### config.mk
export PLATFORM = sky130hd
export DESIGN_NAME = ov_7670_frame_writer
export DESIGN_NICKNAME = d
export VERILOG_FILES = /design/src/rtl/ov_7670_pkg.sv /design/src/rtl/ov_7670_sync_fifo.sv /design/src/rtl/ov_7670_frame_writer.sv
export SDC_FILE = /design/constraint.sdc
export NUM_CORES = 1
export LEC_CHECK = 0
export BUFFER_PORTS_ARGS = -buffer_cell sky130_fd_sc_hd__buf_2
export CORE_ASPECT_RATIO = 1.25
export CORE_MARGIN = 3
export CORE_UTILIZATION = 56
export CTS_CLUSTER_SIZE = 10
export DETAILED_ROUTE_END_ITERATION = 10
export PLACE_DENSITY = 0.76
export SLEW_MARGIN = 20
export SYNTH_ARGS = -nofsm -noshare
export SYNTH_HDL_FRONTEND = slang
export SYNTH_SLANG_ARGS = --single-unit
### constraint.sdc
create_clock -name pclk -period 6.4 [get_ports pclk]
set_input_delay 1.28 -clock pclk [delete_from_list [all_inputs] [get_ports pclk]]
set_output_delay 1.28 -clock pclk [all_outputs]
set_load 0.03 [all_outputs]
### src/rtl/ov_7670_pkg.sv
// Shared types and default sizing for the OV7670 frame writer.
package ov_7670_pkg;

    localparam int unsigned OV_ADDR_W     = 19;
    localparam int unsigned OV_DATA_W     = 24;
    localparam int unsigned OV_FIFO_DEPTH = 16;

    typedef enum logic [1:0] {
        ST_IDLE       = 2'd0,
        ST_WAIT_FRAME = 2'd1,
        ST_STREAM     = 2'd2,
        ST_DRAIN      = 2'd3
    } fw_state_e;

endpackage

### src/rtl/ov_7670_sync_fifo.sv
// Single-clock FWFT FIFO; exposes the head and the entry behind it so the
// writer's output stage can advance by one entry per cycle.
module ov_7670_sync_fifo #(
    parameter int unsigned WIDTH = 43,
    parameter int unsigned DEPTH = 16
) (
    input  logic                     clk,
    input  logic                     rst,
    input  logic                     push_i,
    input  logic                     pop_i,
    input  logic [WIDTH-1:0]         din_i,
    output logic                     full_o,
    output logic                     empty_o,
    output logic [$clog2(DEPTH):0]   level_o,
    output logic [WIDTH-1:0]         head_o,
    output logic [WIDTH-1:0]         head_next_o
);

    localparam int unsigned IDX_W = $clog2(DEPTH);
    localparam int unsigned PTR_W = IDX_W + 1;

    logic [PTR_W-1:0] wr_ptr_q, wr_ptr_d;
    logic [PTR_W-1:0] rd_ptr_q, rd_ptr_d;
    logic [WIDTH-1:0] mem_q [DEPTH];
    logic [IDX_W-1:0] rd_idx_next_s;

    // Pointer arithmetic, flags and head lookahead.
    always_comb begin
        wr_ptr_d      = push_i ? (wr_ptr_q + PTR_W'(1)) : wr_ptr_q;
        rd_ptr_d      = pop_i  ? (rd_ptr_q + PTR_W'(1)) : rd_ptr_q;
        empty_o       = (wr_ptr_q == rd_ptr_q);
        full_o        = (wr_ptr_q[PTR_W-1] != rd_ptr_q[PTR_W-1]) &&
                        (wr_ptr_q[IDX_W-1:0] == rd_ptr_q[IDX_W-1:0]);
        level_o       = wr_ptr_q - rd_ptr_q;
        rd_idx_next_s = rd_ptr_q[IDX_W-1:0] + IDX_W'(1);
        head_o        = mem_q[rd_ptr_q[IDX_W-1:0]];
        head_next_o   = mem_q[rd_idx_next_s];
    end

    // Pointer registers.
    always_ff @(posedge clk or posedge rst) begin
        if (rst) begin
            wr_ptr_q <= {PTR_W{1'b0}};
            rd_ptr_q <= {PTR_W{1'b0}};
        end else begin
            wr_ptr_q <= wr_ptr_d;
            rd_ptr_q <= rd_ptr_d;
        end
    end

    // Storage; a push into a full FIFO is only issued alongside a pop, so it
    // overwrites the slot being retired.
    always_ff @(posedge clk) begin
        if (push_i) begin
            mem_q[wr_ptr_q[IDX_W-1:0]] <= din_i;
        end
    end

endmodule

### src/rtl/ov_7670_frame_writer.sv
// Buffers captured OV7670 pixels and writes them to memory frame by frame.
// Optional drop counter: define OV7670_FRAME_WRITER_DROP_CNT_EN.
module ov_7670_frame_writer
    import ov_7670_pkg::*;
#(
    parameter int unsigned ADDR_W     = OV_ADDR_W,
    parameter int unsigned DATA_W     = OV_DATA_W,
    parameter int unsigned FIFO_DEPTH = OV_FIFO_DEPTH
) (
    input  logic              pclk,
    input  logic              reset,
    input  logic              capture_en,
    input  logic              vsync,
    input  logic [ADDR_W-1:0] pix_addr,
    input  logic [DATA_W-1:0] pix_data,
    input  logic              pix_we,
    output logic [ADDR_W-1:0] mem_addr,
    output logic [DATA_W-1:0] mem_wdata,
    output logic              mem_write,
    input  logic              mem_waitrequest,
    output logic              frame_done,
    output logic              overflow,
    output logic              busy
`ifdef OV7670_FRAME_WRITER_DROP_CNT_EN
   ,output logic [15:0]       drop_count
`endif
);

    localparam int unsigned ENTRY_W = ADDR_W + DATA_W;
    localparam int unsigned PTR_W   = $clog2(FIFO_DEPTH) + 1;

    fw_state_e         state_q, state_d;
    logic              vsync_q, vsync_d;
    logic              overflow_q, overflow_d;
    logic              frame_done_q, frame_done_d;
    logic              busy_q, busy_d;
    logic              mem_write_q, mem_write_d;
    logic [ADDR_W-1:0] mem_addr_q, mem_addr_d;
    logic [DATA_W-1:0] mem_wdata_q, mem_wdata_d;

    logic               pop_s, push_s, drop_s, arm_s, drain_done_s;
    logic               fifo_full_s, fifo_empty_s;
    logic [PTR_W-1:0]   fifo_level_s;
    logic [ENTRY_W-1:0] fifo_head_s, fifo_head_next_s, next_entry_s;

    ov_7670_sync_fifo #(
        .WIDTH (ENTRY_W),
        .DEPTH (FIFO_DEPTH)
    ) u_fifo (
        .clk         (pclk),
        .rst         (reset),
        .push_i      (push_s),
        .pop_i       (pop_s),
        .din_i       ({pix_addr, pix_data}),
        .full_o      (fifo_full_s),
        .empty_o     (fifo_empty_s),
        .level_o     (fifo_level_s),
        .head_o      (fifo_head_s),
        .head_next_o (fifo_head_next_s)
    );

    // Frame FSM, FIFO admission and the registered memory-bus stage.
    always_comb begin
        pop_s        = mem_write_q && !mem_waitrequest;
        push_s       = (state_q == ST_STREAM) && pix_we && (!fifo_full_s || pop_s);
        drop_s       = (state_q == ST_STREAM) && pix_we && fifo_full_s && !pop_s;
        arm_s        = (state_q == ST_IDLE) && capture_en;
        drain_done_s = (state_q == ST_DRAIN) && fifo_empty_s && !mem_write_q;
        vsync_d      = vsync;

        state_d = state_q;
        case (state_q)
            ST_IDLE: begin
                if (capture_en) state_d = ST_WAIT_FRAME;
                else            state_d = ST_IDLE;
            end
            ST_WAIT_FRAME: begin
                if (vsync_q && !vsync) state_d = ST_STREAM;
                else                   state_d = ST_WAIT_FRAME;
            end
            ST_STREAM: begin
                if (!vsync_q && vsync) state_d = ST_DRAIN;
                else                   state_d = ST_STREAM;
            end
            ST_DRAIN: begin
                if (drain_done_s) state_d = capture_en ? ST_WAIT_FRAME : ST_IDLE;
                else              state_d = ST_DRAIN;
            end
            default: state_d = ST_IDLE;
        endcase

        overflow_d   = arm_s ? 1'b0 : (overflow_q || drop_s);
        frame_done_d = drain_done_s;
        busy_d       = (state_d != ST_IDLE);

        // A retiring head is replaced by the entry behind it so back-to-back
        // writes run at one per cycle; pixels pushed this cycle show next time.
        next_entry_s = pop_s ? fifo_head_next_s : fifo_head_s;
        if (!mem_write_q || pop_s) begin
            mem_write_d = pop_s ? (fifo_level_s >= PTR_W'(2)) : (fifo_level_s != PTR_W'(0));
            mem_addr_d  = next_entry_s[ENTRY_W-1 -: ADDR_W];
            mem_wdata_d = next_entry_s[DATA_W-1:0];
        end else begin
            mem_write_d = mem_write_q;
            mem_addr_d  = mem_addr_q;
            mem_wdata_d = mem_wdata_q;
        end
    end

    // Control and bus registers.
    always_ff @(posedge pclk or posedge reset) begin
        if (reset) begin
            state_q      <= ST_IDLE;
            vsync_q      <= 1'b0;
            overflow_q   <= 1'b0;
            frame_done_q <= 1'b0;
            busy_q       <= 1'b0;
            mem_write_q  <= 1'b0;
            mem_addr_q   <= {ADDR_W{1'b0}};
            mem_wdata_q  <= {DATA_W{1'b0}};
        end else begin
            state_q      <= state_d;
            vsync_q      <= vsync_d;
            overflow_q   <= overflow_d;
            frame_done_q <= frame_done_d;
            busy_q       <= busy_d;
            mem_write_q  <= mem_write_d;
            mem_addr_q   <= mem_addr_d;
            mem_wdata_q  <= mem_wdata_d;
        end
    end

    assign mem_write  = mem_write_q;
    assign mem_addr   = mem_addr_q;
    assign mem_wdata  = mem_wdata_q;
    assign frame_done = frame_done_q;
    assign overflow   = overflow_q;
    assign busy       = busy_q;

`ifdef OV7670_FRAME_WRITER_DROP_CNT_EN
    logic [15:0] drop_cnt_q, drop_cnt_d;

    // Saturating count of pixels lost to a full FIFO.
    always_comb begin
        if (arm_s)                                  drop_cnt_d = 16'd0;
        else if (drop_s && (drop_cnt_q != 16'hFFFF)) drop_cnt_d = drop_cnt_q + 16'd1;
        else                                        drop_cnt_d = drop_cnt_q;
    end

    // Drop counter register.
    always_ff @(posedge pclk or posedge reset) begin
        if (reset) drop_cnt_q <= 16'd0;
        else       drop_cnt_q <= drop_cnt_d;
    end

    assign drop_count = drop_cnt_q;
`endif

endmodule
---- After elaboration in Yosys (flattened, before gate mapping) ----
Memory sizes are Yosys's and may differ from the RTL's.
Index checks and enable logic that the tools add are counted.
word-level totals
  flip-flop bits (word level) ............. 60
  latch bits .............................. 0
  memory bits (writable) .................. 688
  memory bits (read-only) ................. 0
  input port bits ......................... 49
  output and inout port bits .............. 47
  word-level logic and storage cells ...... 55
  memories kept ........................... 1
cells by class
  add/sub/neg operators ................... 4
  multiply operators ...................... 0
  divide/modulo/power cells ............... 0
  magnitude comparators ................... 1
  eq/ne operators ......................... 6
  shifts and indexed selects .............. 0
  multiplexer cells ....................... 10
  bitwise gates (word level) .............. 0
  reduce and logical (&&, ||, !) cells .... 23
memories
  name          words  bits a word  rd ports  clocked after Yosys merged registers in  wr ports  line                     source
  u_fifo.mem_q  16     43           2         0                                        1         ov_7670_sync_fifo.sv:24  logic [WIDTH-1:0] mem_q [DEPTH];
operators by type and width
  kind                                                  number
  2-to-1 mux 43 bit                                     1
  logical AND 1 bit                                     11
  adder 5 x 1 -> 5 bit (second input constant)          2
  one-hot mux 2 bit (4 select lines)                    1
  logical NOT 1 bit                                     6
  2-to-1 mux 1 bit                                      6
  == test 5 bit                                         1
  >= comparator 5 x 2 -> 1 bit (second input constant)  1
  nonzero test 5 bit                                    1
  subtractor 5 bit                                      1
  adder 4 x 1 -> 4 bit (second input constant)          1
  == test 2 bit (second input constant)                 2
  == test 4 bit                                         1
  2-to-1 mux 2 bit                                      2
  logical OR 1 bit                                      3
  == test 2 x 1 -> 1 bit (second input constant)        1
  logical NOT 2 bit                                     1
  nonzero test 2 bit                                    1
  != test 1 bit                                         1

---- Longest topological paths before layout ----
Gate-level depths: netlist of the first run.
  depth in word-level cells ............... 7
  gate-level depth with buffers ........... 11
  depth with buffers taken out ............ 9

---- Cells and area by module ----
Synthesis of the first run repeated with hierarchy kept, for this count alone.
second synthesis, totals
  cells, all modules ...................... 1817
  area total of the unflattened synthesis .. 34190.3 µm²
by module, submodules not included
  module                times used  cells an instance  area an instance (µm²)  seq. area each (µm²)
  ov_7670_sync_fifo     1           1600               31855.6                 20910.1
  ov_7670_frame_writer  1           217                2334.7                  1251.2

---- Least setup slack after synthesis of the first run ----
No wires, ideal clock.
  kind .................................... register to register
  start point ............................. register u_fifo.rd_ptr_q[1]
  end point ............................... memory u_fifo.mem_q[3][0] (enable)
  setup time .............................. 496 ps
  arrival ................................. 5607 ps
  required time ........................... 5904 ps
  path slack .............................. 296 ps
  cell stages (with the launch flop) ...... 11
  buffers on the path ..................... 4
  clock period less this slack ............ 6104 ps
  path through ............................ dfrtp_1 buf_2 buf_2 buf_1 clkbuf_1 inv_1 ha_1 and4_1 a31oi_1 nand2_1 nor3_1
on the way
  cells in the longest elaborated chain, start to end .. 7
RTL lines
  what                                    line                        source
  start, declared                         ov_7670_sync_fifo.sv:23     logic [PTR_W-1:0] rd_ptr_q, rd_ptr_d;
  start signal, assigned                  ov_7670_sync_fifo.sv:44     rd_ptr_q <= {PTR_W{1'b0}};
  start signal, assigned                  ov_7670_sync_fifo.sv:47     rd_ptr_q <= rd_ptr_d;
  == test 4 bit                           ov_7670_sync_fifo.sv:33     (wr_ptr_q[IDX_W-1:0] == rd_ptr_q[IDX_W-1:0]);
  logical AND 1 bit                       ov_7670_sync_fifo.sv:32     full_o = (wr_ptr_q[PTR_W-1] != rd_ptr_q[PTR_W-1]) &&
  logical NOT 1 bit                       ov_7670_frame_writer.sv:65  push_s = (state_q == ST_STREAM) && pix_we && (!fifo_full_s || pop_s);
  logical OR 1 bit                        ov_7670_frame_writer.sv:65
  logical AND 1 bit                       ov_7670_frame_writer.sv:65
  2-to-1 mux 1 bit                        ov_7670_sync_fifo.sv:54     if (push_i) begin
  2-to-1 mux 1 bit (not written as such)  ov_7670_sync_fifo.sv:55     mem_q[wr_ptr_q[IDX_W-1:0]] <= din_i;
  end, declared                           ov_7670_sync_fifo.sv:24
No other way between the ends.

---- Worst setup path in the final report of the first run ----
  start point ............................. register u_fifo.rd_ptr_q[1]
  end point ............................... memory u_fifo.mem_q[11][30] (enable)
The elaborated chain is that of the path after synthesis.

==> results of run 1 <==
## final cells by class
| class | instances | area, sq um | area share (%) |
|---|---|---|---|
| Sequential cell | 748 | 22200 | 58.4 |
| Multi-Input combinational cell | 815 | 11400 | 30.1 |
| Clock buffer | 148 | 2410 | 6.34 |
| Tap cell | 765 | 957 | 2.52 |
| Timing Repair Buffer | 144 | 893 | 2.35 |
| Clock inverter | 7 | 63.8 | 0.168 |
| Inverter | 9 | 35.0 | 0.0923 |
| Antenna cell | 7 | 17.5 | 0.0461 |
## cell usage in the layout (no fill, tap or decap), types with 7 or more instances in the layout
cell type | netlist | layout
o22ai_1 | 17 | 17
o21ai_0 | 30 | 30
nor2_4 | 0 | 12
clkbuf_16 | 0 | 87
nand3_1 | 13 | 13
diode_2 | 0 | 7
o211ai_1 | 7 | 7
nand2_1 | 68 | 68
nor2b_1 | 13 | 12
buf_4 | 15 | 45
mux2_2 | 27 | 27
xnor2_1 | 10 | 10
nor3_1 | 11 | 7
nand4_1 | 10 | 10
nor2_1 | 27 | 14
ha_1 | 9 | 8
dfrtp_1 | 60 | 57
mux2i_1 | 124 | 124
a21oi_1 | 9 | 9
clkbuf_1 | 29 | 61
buf_2 | 57 | 95
o21ai_1 | 8 | 8
edfxtp_1 | 688 | 688
a22oi_1 | 16 | 16
mux4_2 | 341 | 341
a221o_1 | 31 | 31
## per-layer routing
layer	up-vias	wire, um
met4	4	2330
li1	7509	-
met5	-	27
met3	163	6690
met2	996	43800
met1	9941	31200
## worst max-delay path: cells and delay by family (launching register included)
family | cells | cell delay, ns
buffers and inverters | 2 | 0.80
and+or+nand+nor | 3 | 1.37
AOI/OAI and AO/OA | 1 | 0.64
DFF | 1 | 0.91
adders and majority gates | 1 | 0.35
## flip-flops by register name, summed over array words and instances, names as in the netlist
signal           flops
u_fifo.mem_q       688
mem_wdata           24
mem_addr            19
u_fifo.rd_ptr_q      5
u_fifo.wr_ptr_q      5
state_q              2
busy                 1
frame_done           1
mem_write            1
overflow             1
vsync_q              1
## cells in the mapped netlist (5+ instances only)
cell type  count
o21ai_0       30
nor2_1        27
o22ai_1       17
buf_6          5
buf_1         14
nand3_1       13
o211ai_1       7
nand4_1       10
mux2_2        27
nor2b_1       13
nor3_1        11
edfxtp_1     688
mux4_2       341
nand2_1       68
clkbuf_1      29
ha_1           9
inv_1          8
a22oi_1       16
buf_4         15
o21ai_1        8
dfrtp_1       60
mux2i_1      124
buf_2         57
xnor2_1       10
a221o_1       31
a21oi_1        9
## through the flow
step	instances	util [%]	setup WS [ns]
detailed placement	2481	59.2	1.91
global placement	2481	59.2	2.05
CTS	2636	63.3	1.89
finish	2643	63.3	1.92
floorplan	1692	-	0.296
global route	2642	63.3	1.69
## worst paths after layout
check                           depth (start not counted)               start              endpoint  slack (ns)
min in group asynchronous                               2               reset         mem_wdata[13]        0.89
worst max-delay path                                    7  u_fifo.rd_ptr_q[1]  u_fifo.mem_q[11][30]        1.92
worst min register to register                          1       mem_wdata[21]         mem_wdata[21]        0.51
worst min-delay path                                    1       mem_wdata[21]         mem_wdata[21]        0.51
max in group asynchronous                               3               reset         mem_wdata[12]        4.52
worst max register to register                          7  u_fifo.rd_ptr_q[1]  u_fifo.mem_q[11][30]        1.92
## logic make-up (layout without fill, tap and decap cells)
kind of cell | Yosys count | in the layout | share of synthesized area (%)
AO/OA/AOI/OAI | 144 | 144 | 3.07
AND/OR/NAND/NOR | 154 | 154 | 2.07
adder cells (fa/ha/maj) | 10 | 10 | 0.389
buffers and inverters | 129 | 308 | 1.91
XOR/XNOR | 15 | 15 | 0.430
other | 0 | 7 | 0
multiplexers | 492 | 492 | 27.1
flip-flops | 748 | 748 | 65.1
## power by group
group / switching [mW] / internal [mW]
sequential: 0.379 / 5.58
combinational: 3.86 / 3.95
clock: 1.86 / 2.54
==> flow_summary.json, run 1 <==
{
  "finalWirelength_um": 84000,
  "finalSetupViolCount": 0,
  "cts_resized": 0,
  "syn-num-nets": 1751,
  "tightest_slew_ns": 1.21,
  "use_met1_pct": 36.1,
  "initial_core_util_pct": 56.8,
  "place.gp.congestion": 0.825,
  "ctsHtreeMaxLevel": 3,
  "ys_warn_count": 0,
  "rsz0062_at_grt": "false",
  "worst_hold_slack_ns": 0.507,
  "drt_iter0_drc": 2078,
  "outcome": "completed",
  "met2_usage_pct": 45.7,
  "route.vias.total": 18600,
  "setup_tns_ns": 0,
  "seq_area_frac_synth_pct": 65.1,
  "die_w_um": 227,
  "areaGrowthSynthToFinish_pct": 11.4,
  "fillers": 3990,
  "cts_buffers": 85,
  "clock_sink_count": 748,
  "synth_cell_type_count": 51,
  "finalCritPeriodShare_pct": 70.1,
  "first_pass_iters": 5,
  "ys.flop_type": "edfxtp_1",
  "grt_pass1_vias": 19600,
  "syn-mean-instance-area_sq_um": 20.1,
  "finalHoldViolCount": 0,
  "start_kind": "register",
  "synth_cells": 1692,
  "crit_path_max_incr_delay_ns": 0.91,
  "clkTransAtPathRegs_ns": 0.06,
  "relSlewSlack_pct": 18.9,
  "die_y_um": 282,
  "grtUsageTotal_pct": 27.1,
  "min_period_ns": 4.48,
  "routedWlPerCell_um": 31.8,
  "viasPerCell": 7.04,
  "place.port_buffers": 95,
  "cp_cell_sequence": "inv_1 -> ha_1 -> and4_1 -> a31oi_1 -> nand2_1 -> nor2_4 -> buf_4",
  "cts_tree": "yes",
  "clock_latency_ns": 0.63,
  "crit_slowest_cell": "dfrtp_4",
  "end_kind": "register",
  "power.total_mw": 18.2,
  "syn-cell-area_sq_mm": 0.0341,
  "grt_pass1_wl_um": 126000,
  "layout-drive-gt1-share_pct": 33.8,
  "cts_buffer_depth": 3,
  "postSynth.asyncResetShare_pct": 8.02,
  "grt_overflow": 0,
  "post_dp_cell_area_sq_mm": 0.0355,
  "use_met3_pct": 4.68,
  "antenna_left": 0,
  "ys_top_cells_by_area": "edfxtp_1, mux4_2, dfrtp_1",
  "fin_worst_skew_ns": 0.0302,
  "io_pins": 96,
  "clockRootBuffer": "clkbuf_16",
  "min_path_type": "register to register",
  "busiest_layer": "met2",
  "coreArea_sq_mm": 0.0599,
  "p_leak_nw": 12.4,
  "power_density_mw_per_mm2": 479,
  "maxSlewViolCount": 0,
  "crit_fanout": 40,
  "worst-setup-path-type": "register to register",
  "yosys.area.top_type_share_pct": 60.7,
  "cts_setup_buffers": 0,
  "stdcell_area_sq_mm": 0.0380,
  "rows": 100,
  "synth_edf_count": 688,
  "ys_seq_elements": 748,
  "antenna_found_initial": 8,
  "dpl.hpwl_um": 47700,
  "arrival_ns": 4.73,
  "drv_cap": 0,
  "cts_hold_buf": 0,
  "vdd_drop_max_mv": 0.467,
  "required_ns": 6.65,
  "grt_max_degree": 133,
  "die_area_sq_mm": 0.0638,
  "fin_nets": 1862,
  "yosysTopAreaCell": "edfxtp_1",
  "max_freq_mhz": 223,
  "drc": 0
}
No activity file was read; power rests on OpenSTA's default activity.
==> run 2: changes to the inputs <==
- clock period: 6.4 -> 3.76 ns (I/O delays scaled with it)
==> run 2 against run 1 <==
  * First-iteration DRC count increased by 1.7%
  * Clock power is 69% higher
  * Final cell count barely moved
  * Non-clock buffer count is 16 higher
  * Worst setup slack worse by 1.2 ns
  * Largest power group unchanged
  * Sequential cell count stayed put
  * Critical path depth did not move
==> flow_summary.json, run 2 (synthesis results as in run 1) <==
{
  "mostFrequentLayoutCells": "edfxtp_1, mux4_2, mux2i_1, buf_2, clkbuf_16",
  "coreArea_sq_mm": 0.0599,
  "cts_hold_buf": 0,
  "finalSetupViolCount": 0,
  "crit_top_cell": "buf_12",
  "layoutNonFillerInstCount": 2641,
  "fillers": 3899,
  "grt_overflow": 0,
  "regToRegEndpoint": "mem_wdata[2]",
  "fin_worst_skew_ns": 0.0221,
  "crit_path_max_incr_delay_ns": 0.60,
  "finalWorstSetupSlack_ns": 0.698,
  "largest_reg_flops": 688,
  "rows": 100,
  "relSlewSlack_pct": 31.1,
  "arrival_ns": 3.56,
  "required_ns": 4.25,
  "place.port_buffers": 95,
  "place.gp.congestion": 0.803,
  "outcome": "completed",
  "end_kind": "register",
  "rsz0062_at_grt": "false",
  "cts_setup_buffers": 0,
  "antenna_left": 0,
  "areaGrowthSynthToFinish_pct": 12.6,
  "viasPerCell": 7.15,
  "io_pins": 96,
  "first_pass_iters": 5,
  "p_leak_nw": 12.5,
  "finalCritPeriodShare_pct": 81.4,
  "cts_tree": "yes",
  "power_density_mw_per_mm2": 813,
  "drt_iter0_drc": 2114,
  "ctsHtreeMaxLevel": 3,
  "tightest_slew_ns": 1.03,
  "fin_nets": 1878,
  "drc": 0,
  "start_kind": "register",
  "cts_resized": 0,
  "crit_slowest_cell": "ha_4",
  "clkTransAtPathRegs_ns": 0.06,
  "layout_commonest_cell": "edfxtp_1",
  "route.vias.total": 18900,
  "grtUsageTotal_pct": 27.4,
  "worst_hold_slack_ns": 0.154,
  "layout-drive-gt1-share_pct": 34.7,
  "clock_latency_ns": 0.62,
  "vdd_drop_max_mv": 0.896,
  "dpl.hpwl_um": 47100,
  "post-place-cells": 2497,
  "reg2regPathDepth": 7,
  "finalHoldViolCount": 0,
  "drv_cap": 0,
  "die_y_um": 282,
  "routedWlPerCell_um": 32.3,
  "die_w_um": 227,
  "cts_buffer_depth": 3,
  "regToRegStartpoint": "u_fifo.rd_ptr_q[1]",
  "die_area_sq_mm": 0.0638,
  "min_period_ns": 3.06,
  "initial_core_util_pct": 56.8,
  "antenna_found_initial": 6,
  "dp_slack_ns": 0.709,
  "grt_max_degree": 143,
  "maxSlewViolCount": 0,
  "finalWirelength_um": 85400,
  "grt_pass1_wl_um": 127000,
  "clockRootBuffer": "clkbuf_16",
  "max_freq_mhz": 327,
  "grt_pass1_vias": 19800,
  "cp_cell_sequence": "ha_4 -> buf_12 -> buf_12 -> mux4_2 -> mux2i_1 -> o21ai_0 -> o32a_1",
  "cts_buffers": 85,
  "clock_sink_count": 748,
  "min_path_type": "input port to async pin",
  "crit_fanout": 24,
  "worst-setup-path-type": "register to register",
  "rrSetupSlack_ns": 0.70
}
run 2: cell types whose count changed in the layout (fill, tap and decap cells not counted), sizes merged:
cell      previous run  this run
buf                144       160
clkbuf             148       137
clkinv               7         5
clkinvlp             0         1
diode                7         2
inv                  9         8
run 2: metal layers:
metal,wire [um],vias to the layer above,part of all wire (%),GRT usage [%]
li1,-,7527,-,-
met1,31400,10100,37,36.6
met2,43300,1058,51,45.0
met3,7600,219,8.9,5.49
met4,3060,10,3.6,11.0
met5,60,-,0.070,0
run 2: area by class of cell:
cell class | instances | area (sq um) | share of cell area [%]
clock buffer | 137 | 2410 | 6.28
clock inverter | 5 | 52.6 | 0.137
antenna | 2 | 5.00 | 0.0131
inverter | 9 | 35.0 | 0.0914
tap | 765 | 957 | 2.50
sequential | 748 | 22200 | 57.8
multi-input combinational | 815 | 11500 | 29.9
timing repair buffer | 160 | 1260 | 3.30
run 2: worst max path at each step:
stage                                  start                  end  slack, ns  depth (start not counted)
final                     u_fifo.rd_ptr_q[1]         mem_wdata[2]       0.70                          7
after global routing      u_fifo.rd_ptr_q[1]         mem_addr[15]       0.56                          7
after global placement    u_fifo.rd_ptr_q[1]         mem_wdata[2]       0.74                          7
after CTS                 u_fifo.rd_ptr_q[1]         mem_wdata[2]       0.68                          7
after detailed placement  u_fifo.rd_ptr_q[1]         mem_wdata[1]       0.71                          7
after floorplan           u_fifo.rd_ptr_q[1]  u_fifo.mem_q[12][0]      -0.01                         10
run 2: power breakdown:
part	total (mW)	internal (mW)	leakage [nW]	switching, mW
logic	13.9	7.03	4.47	6.83
clock network	7.43	4.34	1.17	3.09
registers	9.87	9.50	6.89	0.367
total	31.2	20.9	12.5	10.3
run 2: stage by stage:
step	setup TNS (ns)	power, mW	utilization [%]	area [sq um]
after floorplan	-1.11	20.7	-	34200
after global placement	0	23.7	59.9	35900
after detailed placement	0	23.9	59.9	35900
after CTS	0	31.4	64.0	38300
after global routing	0	32.5	64.0	38300
final	0	31.2	64.0	38300
run 2: critical path: cells and delay by family, from the launching register on:
family | cells | cell delay, ns
adders and majority gates | 1 | 0.60
buffers and inverters | 2 | 0.52
AOI/OAI and AO/OA | 2 | 0.50
muxes | 2 | 0.66
DFF | 1 | 0.59
